<file path="src/rtl/vstu_bresp_tracker_pkg.sv">
// Shared types and helpers for the vector store unit write-response tracker.
// Holds the per-instruction queue entry layout and the default sizing.
package vstu_bresp_tracker_pkg;

  function automatic int unsigned idx_width(input int unsigned num);
    return (num > 32'd1) ? unsigned'($clog2(num)) : 32'd1;
  endfunction

  localparam int unsigned VstuNrVInsn         = 32'd8;
  localparam int unsigned VstuBrespQueueDepth = 32'd4;
  localparam int unsigned VstuMaxBursts       = 32'd256;
  localparam int unsigned VstuIdWidth         = idx_width(VstuNrVInsn);
  localparam int unsigned VstuBurstCntWidth   = idx_width(VstuMaxBursts) + 32'd1;

  typedef logic [VstuIdWidth-1:0]       vid_t;
  typedef logic [VstuBurstCntWidth-1:0] burst_cnt_t;

  typedef enum logic [1:0] {
    BRESP_OKAY   = 2'b00,
    BRESP_EXOKAY = 2'b01,
    BRESP_SLVERR = 2'b10,
    BRESP_DECERR = 2'b11
  } bresp_t;

  typedef struct packed {
    vid_t       id;
    burst_cnt_t issued;
    burst_cnt_t acked;
    logic       last_seen;
    logic       err;
  } bresp_entry_t;

  function automatic logic resp_is_error(input logic [1:0] resp);
    return (resp == BRESP_SLVERR) || (resp == BRESP_DECERR);
  endfunction

endpackage

</file>
<file path="src/rtl/vstu_bresp_tracker_if.sv">
// Instruction, AW-issue and AXI B handshakes between the store unit and the tracker.
// The master side drives valids/payloads; the tracker (slave) drives the readies.
interface vstu_bresp_tracker_if
  import vstu_bresp_tracker_pkg::*;
#(
  parameter int unsigned NrVInsn = VstuNrVInsn
);
  logic                             insn_valid;
  logic                             insn_ready;
  logic [idx_width(NrVInsn)-1:0]    insn_id;
  logic                             aw_valid;
  logic                             aw_ready;
  logic                             aw_last;
  logic                             b_valid;
  logic                             b_ready;
  logic [1:0]                       b_resp;

  modport master (
    output insn_valid, insn_id, aw_valid, aw_last, b_valid, b_resp,
    input  insn_ready, aw_ready, b_ready
  );

  modport slave (
    input  insn_valid, insn_id, aw_valid, aw_last, b_valid, b_resp,
    output insn_ready, aw_ready, b_ready
  );
endinterface

</file>
<file path="src/rtl/vstu_bresp_tracker.sv">
// In-order write-response tracker: counts issued AW bursts per store instruction,
// matches B responses to the oldest instruction and retires it once fully acknowledged.
module vstu_bresp_tracker
  import vstu_bresp_tracker_pkg::*;
#(
  parameter int unsigned NrVInsn    = VstuNrVInsn,
  parameter int unsigned QueueDepth = VstuBrespQueueDepth,
  parameter int unsigned MaxBursts  = VstuMaxBursts,
  localparam int unsigned IdW       = idx_width(NrVInsn)
) (
  input  logic                 clk_i,
  input  logic                 rst_ni,
  vstu_bresp_tracker_if.slave  bus,
  output logic [NrVInsn-1:0]   vinsn_done_o,
  output logic                 store_complete_o,
  output logic                 store_pending_o,
  output logic                 error_o,
  output logic [IdW-1:0]       err_id_o
);

  localparam int unsigned PtrW = idx_width(QueueDepth);
  localparam int unsigned OccW = $clog2(QueueDepth + 32'd1);
  localparam int unsigned OutW = $clog2(QueueDepth * MaxBursts + 32'd1);

  bresp_entry_t        entries_r [QueueDepth];
  bresp_entry_t        entries_s [QueueDepth];
  logic [PtrW-1:0]     accept_ptr_r, issue_ptr_r, commit_ptr_r;
  logic [PtrW-1:0]     accept_ptr_s, issue_ptr_s, commit_ptr_s;
  logic [OccW-1:0]     commit_cnt_r, issue_cnt_r, commit_cnt_s, issue_cnt_s;
  logic [OutW-1:0]     outstanding_r, outstanding_s;
  logic [NrVInsn-1:0]  vinsn_done_r, done_vec_s;
  logic                store_complete_r, error_r;
  logic [IdW-1:0]      err_id_r;

  logic                accept_s, aw_fire_s, aw_last_fire_s, b_fire_s, retire_s;
  burst_cnt_t          head_inflight_s;
  bresp_entry_t        head_s;

  function automatic logic [PtrW-1:0] ptr_inc(input logic [PtrW-1:0] ptr);
    return (ptr == PtrW'(QueueDepth - 32'd1)) ? '0 : ptr + PtrW'(1);
  endfunction

  // Readies depend on registered state only, so no valid-to-ready path exists.
  assign head_inflight_s = entries_r[issue_ptr_r].issued - entries_r[issue_ptr_r].acked;
  assign bus.insn_ready  = (commit_cnt_r != OccW'(QueueDepth));
  assign bus.aw_ready    = (issue_cnt_r != '0) && (head_inflight_s != burst_cnt_t'(MaxBursts));
  assign bus.b_ready     = (outstanding_r != '0);

  assign accept_s       = bus.insn_valid && bus.insn_ready;
  assign aw_fire_s      = bus.aw_valid && bus.aw_ready;
  assign aw_last_fire_s = aw_fire_s && bus.aw_last;
  assign b_fire_s       = bus.b_valid && bus.b_ready;

  // Next-state of queue entries, pointers and counts, plus the retirement decision.
  always_comb begin
    entries_s     = entries_r;
    accept_ptr_s  = accept_ptr_r;
    issue_ptr_s   = issue_ptr_r;
    commit_ptr_s  = commit_ptr_r;
    done_vec_s    = '0;

    if (accept_s) begin
      entries_s[accept_ptr_r]    = '0;
      entries_s[accept_ptr_r].id = bus.insn_id;
      accept_ptr_s               = ptr_inc(accept_ptr_r);
    end else begin
      accept_ptr_s = accept_ptr_r;
    end

    if (aw_fire_s) begin
      entries_s[issue_ptr_r].issued = entries_s[issue_ptr_r].issued + burst_cnt_t'(1);
      if (bus.aw_last) begin
        entries_s[issue_ptr_r].last_seen = 1'b1;
        issue_ptr_s                      = ptr_inc(issue_ptr_r);
      end else begin
        issue_ptr_s = issue_ptr_r;
      end
    end else begin
      issue_ptr_s = issue_ptr_r;
    end

    // Bursts are issued in order, so the commit head always owns the oldest unacked burst.
    if (b_fire_s) begin
      entries_s[commit_ptr_r].acked = entries_s[commit_ptr_r].acked + burst_cnt_t'(1);
      entries_s[commit_ptr_r].err   = entries_s[commit_ptr_r].err | resp_is_error(bus.b_resp);
    end else begin
      entries_s[commit_ptr_r].err = entries_s[commit_ptr_r].err;
    end

    head_s   = entries_s[commit_ptr_r];
    retire_s = (commit_cnt_r != '0) && head_s.last_seen && (head_s.acked == head_s.issued);

    if (retire_s) begin
      commit_ptr_s           = ptr_inc(commit_ptr_r);
      done_vec_s[head_s.id]  = 1'b1;
    end else begin
      commit_ptr_s = commit_ptr_r;
    end

    commit_cnt_s  = commit_cnt_r + OccW'(accept_s) - OccW'(retire_s);
    issue_cnt_s   = issue_cnt_r + OccW'(accept_s) - OccW'(aw_last_fire_s);
    outstanding_s = outstanding_r + OutW'(aw_fire_s) - OutW'(b_fire_s);
  end

  // State and registered retirement outputs; reset drops everything in flight.
  always_ff @(posedge clk_i) begin
    if (!rst_ni) begin
      entries_r        <= '{default: '0};
      accept_ptr_r     <= '0;
      issue_ptr_r      <= '0;
      commit_ptr_r     <= '0;
      commit_cnt_r     <= '0;
      issue_cnt_r      <= '0;
      outstanding_r    <= '0;
      vinsn_done_r     <= '0;
      store_complete_r <= 1'b0;
      error_r          <= 1'b0;
      err_id_r         <= '0;
    end else begin
      entries_r        <= entries_s;
      accept_ptr_r     <= accept_ptr_s;
      issue_ptr_r      <= issue_ptr_s;
      commit_ptr_r     <= commit_ptr_s;
      commit_cnt_r     <= commit_cnt_s;
      issue_cnt_r      <= issue_cnt_s;
      outstanding_r    <= outstanding_s;
      vinsn_done_r     <= done_vec_s;
      store_complete_r <= retire_s;
      error_r          <= retire_s && head_s.err;
      err_id_r         <= retire_s ? head_s.id : err_id_r;
    end
  end

  assign vinsn_done_o     = vinsn_done_r;
  assign store_complete_o = store_complete_r;
  assign store_pending_o  = (commit_cnt_r != '0);
  assign error_o          = error_r;
  assign err_id_o         = err_id_r;

endmodule

</file>
<file path="src/flat_wrapper.sv">
// flat-port wrapper written by rule: the top's interface ports become plain ports
module vstu_bresp_tracker_flat import vstu_bresp_tracker_pkg::*;
#(
  parameter int unsigned NrVInsn    = VstuNrVInsn,
  parameter int unsigned QueueDepth = VstuBrespQueueDepth,
  parameter int unsigned MaxBursts  = VstuMaxBursts,
  localparam int unsigned IdW       = idx_width(NrVInsn)
)
  (clk_i, rst_ni, vinsn_done_o, store_complete_o, store_pending_o, error_o, err_id_o, bus_insn_valid, bus_insn_id, bus_aw_valid, bus_aw_last, bus_b_valid, bus_b_resp, bus_insn_ready, bus_aw_ready, bus_b_ready);
  vstu_bresp_tracker_if #(.NrVInsn(NrVInsn)) bus_i ();
  input  logic clk_i;
  input  logic rst_ni;
  output logic [NrVInsn-1:0] vinsn_done_o;
  output logic store_complete_o;
  output logic store_pending_o;
  output logic error_o;
  output logic [IdW-1:0] err_id_o;
  input wire logic [$bits(bus_i.insn_valid)-1:0] bus_insn_valid;
  input wire logic [$bits(bus_i.insn_id)-1:0] bus_insn_id;
  input wire logic [$bits(bus_i.aw_valid)-1:0] bus_aw_valid;
  input wire logic [$bits(bus_i.aw_last)-1:0] bus_aw_last;
  input wire logic [$bits(bus_i.b_valid)-1:0] bus_b_valid;
  input wire logic [$bits(bus_i.b_resp)-1:0] bus_b_resp;
  output wire logic [$bits(bus_i.insn_ready)-1:0] bus_insn_ready;
  output wire logic [$bits(bus_i.aw_ready)-1:0] bus_aw_ready;
  output wire logic [$bits(bus_i.b_ready)-1:0] bus_b_ready;
  assign bus_i.insn_valid = bus_insn_valid;
  assign bus_i.insn_id = bus_insn_id;
  assign bus_i.aw_valid = bus_aw_valid;
  assign bus_i.aw_last = bus_aw_last;
  assign bus_i.b_valid = bus_b_valid;
  assign bus_i.b_resp = bus_b_resp;
  assign bus_insn_ready = bus_i.insn_ready;
  assign bus_aw_ready = bus_i.aw_ready;
  assign bus_b_ready = bus_i.b_ready;
  vstu_bresp_tracker #(.NrVInsn(NrVInsn), .QueueDepth(QueueDepth), .MaxBursts(MaxBursts)) u_core (.clk_i(clk_i), .rst_ni(rst_ni), .bus(bus_i), .vinsn_done_o(vinsn_done_o), .store_complete_o(store_complete_o), .store_pending_o(store_pending_o), .error_o(error_o), .err_id_o(err_id_o));
endmodule
</file>
<file path="config.mk">
export PLATFORM = sky130hd
export DESIGN_NAME = vstu_bresp_tracker_flat
export DESIGN_NICKNAME = d
export VERILOG_FILES = /design/src/rtl/vstu_bresp_tracker_pkg.sv /design/src/rtl/vstu_bresp_tracker_if.sv /design/src/rtl/vstu_bresp_tracker.sv /design/src/flat_wrapper.sv
export SDC_FILE = /design/constraint.sdc
export NUM_CORES = 1
export LEC_CHECK = 0
export ABC_AREA = 1
export CELL_PAD_IN_SITES_DETAIL_PLACEMENT = 2
export CELL_PAD_IN_SITES_GLOBAL_PLACEMENT = 2
export CORE_MARGIN = 2
export CORE_UTILIZATION = 34
export DETAILED_ROUTE_END_ITERATION = 8
export GPL_ROUTABILITY_DRIVEN = 0
export MAX_ROUTING_LAYER = met4
export PLACE_DENSITY = 0.86
export SLEW_MARGIN = 10
export SYNTH_ARGS = -nofsm -noshare
export SYNTH_HDL_FRONTEND = slang
export SYNTH_SLANG_ARGS = --single-unit
</file>
<file path="constraint.sdc">
create_clock -name clk_i -period 5.6 [get_ports clk_i]
set_input_delay 1.12 -clock clk_i [delete_from_list [all_inputs] [get_ports clk_i]]
set_output_delay 1.12 -clock clk_i [all_outputs]
set_load 0.01 [all_outputs]
</file>
Word level (Yosys, flattened, before mapping)
Index checks and enable logic that the tools add are counted.
{ "totals": {"register_bits": 128, "in_bits": 11, "word_cells": 124} }
{ "op_classes": {"addsub": 12, "n_lt_le_gt_ge": 8, "eq_ne": 8, "n_mux": 42, "bitwise": 6, "n_reduce_logical": 18} }
{ "ops": {"columns": ["op", "count"], "rows": [
  ["$bwmux W92", 6],
  ["$mux W92", 4],
  ["$demux W23 S2", 6],
  ["$bmux W23 S2", 5],
  ["$mux W20", 5],
  ["$and A92 B92 Y92", 1],
  ["$mux W23", 4],
  ["$not A92 Y92", 1],
  ["$mux W11", 3],
  ["$add A9 B1 Y9 const B", 2],
  ["$logic_and A1 B1 Y1", 12],
  ["$add A11 B1 Y11", 1],
  ["$reduce_bool A11 Y1", 1],
  ["$sub A11 B1 Y11", 1],
  ["$eq A2 B2 Y1 const B", 5],
  ["$eq A9 B9 Y1", 1],
  ["$ge A3 B3 Y1 const B", 3],
  ["$lt A3 B1 Y1 const B", 3],
  ["$ne A9 B9 Y1 const B", 1],
  ["$not A2 Y3", 3],
  ["$sub A9 B9 Y9", 1],
  ["$mux W2", 4],
  ["$add A2 B1 Y2 const B", 3],
  ["$add A3 B1 Y3", 2],
  ["10 further kinds", 16]
]} }

Depth between registers and ports, before layout
{ "logic_depth": {"word_depth": 35, "ltp_mapped": 41, "mapped_depth_nobuf": 40} }

Worst setup path after synthesis
OpenSTA, ideal clock, no wires.
{ "synth_path": {"path_type": "flip-flop to flip-flop", "startpoint": "reg u_core.issue_ptr_r[0]", "endpoint": "reg u_core.outstanding_r[10]", "arrival_ns": 4.770, "path_slack_ns": 0.760, "path_stages_with_launch": 38, "n_path_buf": 3, "cell_sequence": "dfxtp_1 buf_4 clkbuf_1 clkbuf_1 nand2_1 a32o_1 ha_1 nand2_1 nand2_1 nand2_1 nand2_1 nand2_1 nand2_1 inv_1 nand2_1 nand2_1 inv_2 nand2_4 [... 2 more ...] ha_1 inv_1 fa_1 o31ai_1 inv_1 nor2_1 o21ai_0 nand2_1 nand2_1 inv_1 nor2_1 nor2_1 nor2_1 nor2_1 nor2_1 o21bai_1 o21ai_0 a21oi_1"} }
{ "synth_via": {"elab_chain_len": 10} }
{ "synth_rtl": {"columns": ["element", "line", "rtl"], "rows": [
  ["from (decl)", "vstu_bresp_tracker.sv:27", "logic [PtrW-1:0] accept_ptr_r, issue_ptr_r, commit_ptr_r;"],
  ["from (signal assigned)", "vstu_bresp_tracker.sv:122", "issue_ptr_r <= issue_ptr_s;"],
  ["$not A2 Y3 (not written as such)", "vstu_bresp_tracker.sv:44", "assign head_inflight_s = entries_r[issue_ptr_r].issued - entries_r[issue_ptr_r].acked;"],
  ["$bmux W23 S2", "vstu_bresp_tracker.sv:44", null],
  ["$mux W20 (not written as such) (2 in a row)", "vstu_bresp_tracker.sv:44", null],
  ["$sub A9 B9 Y9", "vstu_bresp_tracker.sv:44", null],
  ["$ne A9 B9 Y1", "vstu_bresp_tracker.sv:46", "assign bus.aw_ready = (issue_cnt_r != '0) && (head_inflight_s != burst_cnt_t'(MaxBursts));"],
  ["$logic_and A1 B1 Y1", "vstu_bresp_tracker.sv:46", null],
  ["$logic_and A1 B1 Y1", "vstu_bresp_tracker.sv:50", "assign aw_fire_s = bus.aw_valid && bus.aw_ready;"],
  ["$add A11 B1 Y11", "vstu_bresp_tracker.sv:102", "outstanding_s = outstanding_r + OutW'(aw_fire_s) - OutW'(b_fire_s);"],
  ["$sub A11 B1 Y11", "vstu_bresp_tracker.sv:102", null],
  ["to (signal assigned)", "vstu_bresp_tracker.sv:126", "outstanding_r <= outstanding_s;"],
  ["to (decl)", "vstu_bresp_tracker.sv:30", "logic [OutW-1:0] outstanding_r, outstanding_s;"]
]} }
Every way passes these cells. The select of a mux whose other input is x is not followed.
A chain may end at the register's enable or synchronous reset.

Worst setup path after layout
{ "layout_path": {"startpoint": "reg u_core.issue_ptr_r[0]", "endpoint": "reg u_core.commit_cnt_r[2]"} }
{ "layout_via": {"elab_chain_len": 22, "word_cells_on_any_way": 38} }
{ "layout_rtl": {"columns": ["element", "line", "rtl"], "rows": [
  ["$not A2 Y3 (not written as such) (*)", "vstu_bresp_tracker.sv:44, vstu_bresp_tracker.sv:71, vstu_bresp_tracker.sv:73", null],
  ["$bmux W23 S2", "vstu_bresp_tracker.sv:44", null],
  ["$mux W20 (not written as such) (2 in a row)", "vstu_bresp_tracker.sv:44", null],
  ["$sub A9 B9 Y9", "vstu_bresp_tracker.sv:44", null],
  ["$ne A9 B9 Y1", "vstu_bresp_tracker.sv:46", null],
  ["$logic_and A1 B1 Y1", "vstu_bresp_tracker.sv:46", null],
  ["$logic_and A1 B1 Y1", "vstu_bresp_tracker.sv:50", null],
  ["$mux W92 (*)", "vstu_bresp_tracker.sv:70", "if (aw_fire_s) begin"],
  ["[... 5 more ...]", null, null],
  ["$bwmux W92", "vstu_bresp_tracker.sv:85", "entries_s[commit_ptr_r].err = entries_s[commit_ptr_r].err | resp_is_error(bus.b_resp);"],
  ["$mux W92 (*)", "vstu_bresp_tracker.sv:83", "if (b_fire_s) begin"],
  ["$bmux W23 S2 (*)", "vstu_bresp_tracker.sv:90", "head_s = entries_s[commit_ptr_r];"],
  ["$mux W23 (not written as such) (*) (2 in a row)", "vstu_bresp_tracker.sv:90", null],
  ["$eq A9 B9 Y1", "vstu_bresp_tracker.sv:91", "retire_s = (commit_cnt_r != '0) && head_s.last_seen && (head_s.acked == head_s.issued);"],
  ["$logic_and A1 B1 Y1 (*)", "vstu_bresp_tracker.sv:91", null],
  ["via u_core.retire_s", "vstu_bresp_tracker.sv:35", "logic accept_s, aw_fire_s, aw_last_fire_s, b_fire_s, retire_s;"],
  ["$sub A3 B1 Y3 (*)", "vstu_bresp_tracker.sv:100", "commit_cnt_s = commit_cnt_r + OccW'(accept_s) - OccW'(retire_s);"],
  ["to (signal assigned)", "vstu_bresp_tracker.sv:124", "commit_cnt_r <= commit_cnt_s;"],
  ["to (decl)", "vstu_bresp_tracker.sv:29", "logic [OccW-1:0] commit_cnt_r, issue_cnt_r, commit_cnt_s, issue_cnt_s;"]
]} }
The timed path passes the listed nets; every way through them passes the cells marked *. The select of a mux whose other input is x is not followed.

==> qor.csv <==
stage,metric,value,unit
sta,finalCritPeriodShare,1.04,
cts,numCtsBuffers,17,
cts,clock_sinks,128,
grt,grt_pass1_vias,13100,
finish,final_cell_mix,"nand2_1, nand3_1, nor2_1",
routing,drt_iter0_markers,1130,
worst_setup_path,crit_type,register to register,
die,die_w,171,um
routing,ant_nets,0,
die,core.rowCount,61,
sta,hold_viol_final,0,
sta,final.setup_skew,0.0183,ns
grt,antenna_found_initial,1,
yosys,syn_avg_cell_area,6.01,um2
pwr,p_sw,3.30,mW
routing,vias_per_cell,6.27,
die,io_pins,28,
grt,grt_pass1_wl,77600,um
die,die_h,171,um
finish,drive_gt1_frac,0.120,
worst_setup_path,critPathMostFrequentCell,nand2_1,
pwr,vdd_drop_max,0.000335,V
sta,setup_viol_count_final,3,
routing,wl_per_cell,29.8,um
routing,num_vias,12600,
routing,drt_wl_total,59800,um
cts,clkLatencyLatePin,0.49,ns
grt,grt_max_degree,81,
finish,fill_cells,3435,
finish,syn2layout_area_growth,19.7,%
cts,clockBufferDepth,2,
worst_setup_path,critPathLaunchType,register,
cts,cts_root_buf,clkbuf_16,
worst_setup_path,cp.required,6.02,ns
finish,fin_cells,2010,
pwr,netSwitchingFraction,0.541,
pwr,power,6.09,mW
worst_setup_path,slowest_delay,0.42,ns
yosys,ys_ff_latch,128,
routing,drc_errors,0,
yosys,yosys-top-cells-area,"dfxtp_1, nand2_1, nand3_1, nor2_1, inv_1",
routing,drt_first_pass_iters,5,
placed_design,portBuffers,26,
run_status,status,"finished, violations left",
worst_setup_path,worstPathArrival,6.26,ns
cts,h-tree-depth,4,
pwr,p_int,2.79,mW
finish,layout_commonest_cell,nand2_1,
flow_run,cap_violations,0,
grt,grt_usage,0.363,
die,start_util,0.343,
placed_design,placed_area,10300,um2
sta,fmax,171,MHz
yosys,synth.largest_area_cell,dfxtp_1,
yosys,async_reset_ff_frac,0,
sta,tns,-0.488,ns
yosys,synth_edf_count,0,
sta,worst_slack,-0.239,ns
finish,finish.instance_area,11300,um2
pwr,power_frac_comb,0.601,
grt,grt_overflow,0,
sta,worst_slew_pin_slew,0.927,ns
sta,min_period,5.84,ns
cts,cts_hold_buf,0,
yosys,syn_area,9470,um2
cts,clk_pin_slew,0.07,ns
finish,fin_nets,1673,
cts,cts_tree,done,
die,dieArea,29200,um2
hold_path,hold_path_class,register to register,
die,core,27600,um2
yosys,syn-num-nets,1632,
yosys,yosysTopAreaCellShare,0.271,
yosys,yosysSeqAreaShare,0.271,
pwr,power.density,537,nW/um2
pwr,clkPwrFrac,0.204,
worst_setup_path,cp_max_fo,18,
pwr,leakagePower,5.31,nW
yosys,ys.warnings.count,0,
sta,drv_slew,0,
worst_setup_path,slowest_stage,o22ai_2,
pwr,pwr-share-seq,0.195,
yosys,ys.flop_type,dfxtp_1,
sta,max_slew_margin,0.381,
yosys,synthCells,1577,
placed_design,hpwlAfterDp,29600,um
placed_design,post-place-ws,-0.162,ns
placed_design,dp_cells,1957,
worst_setup_path,worstSetupEndpointType,register,
yosys,synth.distinct_cells,48,
run_status,violations,negative setup slack,
[path summary, 6_finish.rpt]
kind | from | endpoint | slack (ns) | cells past startpoint
max | u_core.issue_ptr_r[0] | u_core.commit_cnt_r[2] | -0.24 | 38
min | u_core.err_id_o[0] | u_core.err_id_o[0] | 0.51 | 2
max reg2reg | u_core.issue_ptr_r[0] | u_core.commit_cnt_r[2] | -0.24 | 38
min reg2reg | u_core.err_id_o[0] | u_core.err_id_o[0] | 0.51 | 2
[per-layer routing]
layer  vias to the layer above  wire [um]  global-route usage
met4                         0       5330               0.225
met3                       403       4570              0.0548
met5                         -          0                   -
met1                      6224      21400               0.404
li1                       5143          -                   -
met2                       829      28500               0.613
[synthesized netlist by cell type (2+ instances only)]
cell type,count
nor2_2,15
xor2_1,2
o31ai_1,2
nand3_4,6
a32oi_1,3
o21bai_1,3
nor3_1,4
buf_4,5
a22oi_1,4
xnor2_1,3
nand4_1,10
inv_1,150
buf_2,12
nand2_1,553
a32o_1,7
buf_6,6
o21ai_0,55
nand2_2,13
o21a_1,2
fa_1,3
a21oi_1,45
xor2_2,2
nand3_2,8
nor2_4,6
inv_2,6
a31oi_1,5
nand3_1,225
nor2_1,164
clkbuf_1,41
o21ai_1,5
o211ai_1,6
and2_1,2
ha_1,41
o22ai_1,9
dfxtp_1,128
buf_1,9
nand3b_1,3
nand2_4,3
nand4_2,2
[sequential cells by signal (all words and copies together), names as in the netlist]
register and flops:
u_core.vinsn_done_o 8, u_core.issue_ptr_r 2, u_core.store_complete_o 1, u_core.commit_ptr_r 2
u_core.accept_ptr_r 2, u_core.error_o 1, u_core.outstanding_r 11, u_core.err_id_o 3
u_core.entries_r 92, u_core.commit_cnt_r 3, u_core.issue_cnt_r 3
[metrics by stage]
step           utilization  hold slack [ns]
2_1_floorplan            -            0.490
3_3_place_gp         0.372            0.448
3_5_place_dp         0.372            0.461
4_1_cts              0.394            0.507
5_1_grt              0.410            0.541
6_report             0.410            0.507
[kinds of logic after synthesis]
| kind of cell | share of synthesized area |
|---|---|
| AOI/OAI and AO/OA | 0.0926 |
| and+or+nand+nor | 0.468 |
| adders and majority gates | 0.0605 |
| DFF | 0.271 |
| xor gates and xnor gates | 0.00806 |
| buffers and inverters | 0.100 |
[worst max-delay path: cells and delay by family, from the launching register on]
family | cells | cell delay, ns
buffers and inverters | 11 | 1.24
flip-flops | 1 | 0.40
adder cells (fa/ha/maj) | 4 | 1.20
AO/OA/AOI/OAI | 3 | 0.65
AND/OR/NAND/NOR | 20 | 2.23
[power by group through the flow]
stage | clock network, mW | registers [mW] | logic, mW
floorplan | 0 | 1.14 | 1.95
global placement | 0 | 1.15 | 2.64
detailed placement | 0 | 1.17 | 2.86
CTS | 1.20 | 1.15 | 3.00
global route | 1.26 | 1.19 | 3.86
finish | 1.24 | 1.19 | 3.66
[cell type report]
cell class | instances | area [um2] | area share
Tap cell | 378 | 473 | 0.0417
Multi-Input combinational cell | 1219 | 6130 | 0.541
Inverter | 158 | 613 | 0.0541
Timing Repair Buffer | 94 | 966 | 0.0852
Antenna cell | 1 | 2.50 | 0.000221
Clock buffer | 18 | 439 | 0.0387
Sequential cell | 128 | 2570 | 0.227
Clock inverter | 14 | 144 | 0.0127
[timing repair]
| action | 4_1_cts | 5_1_grt |
|---|---|---|
| setup buffers | 3 | 13 |
| resized for setup | 0 | 55 |
| gates cloned | 0 | 4 |
| pin swaps | 1 | 12 |
| setup endpoints to repair | 1 | 5 |
No activity file was read; power rests on OpenSTA's default activity.
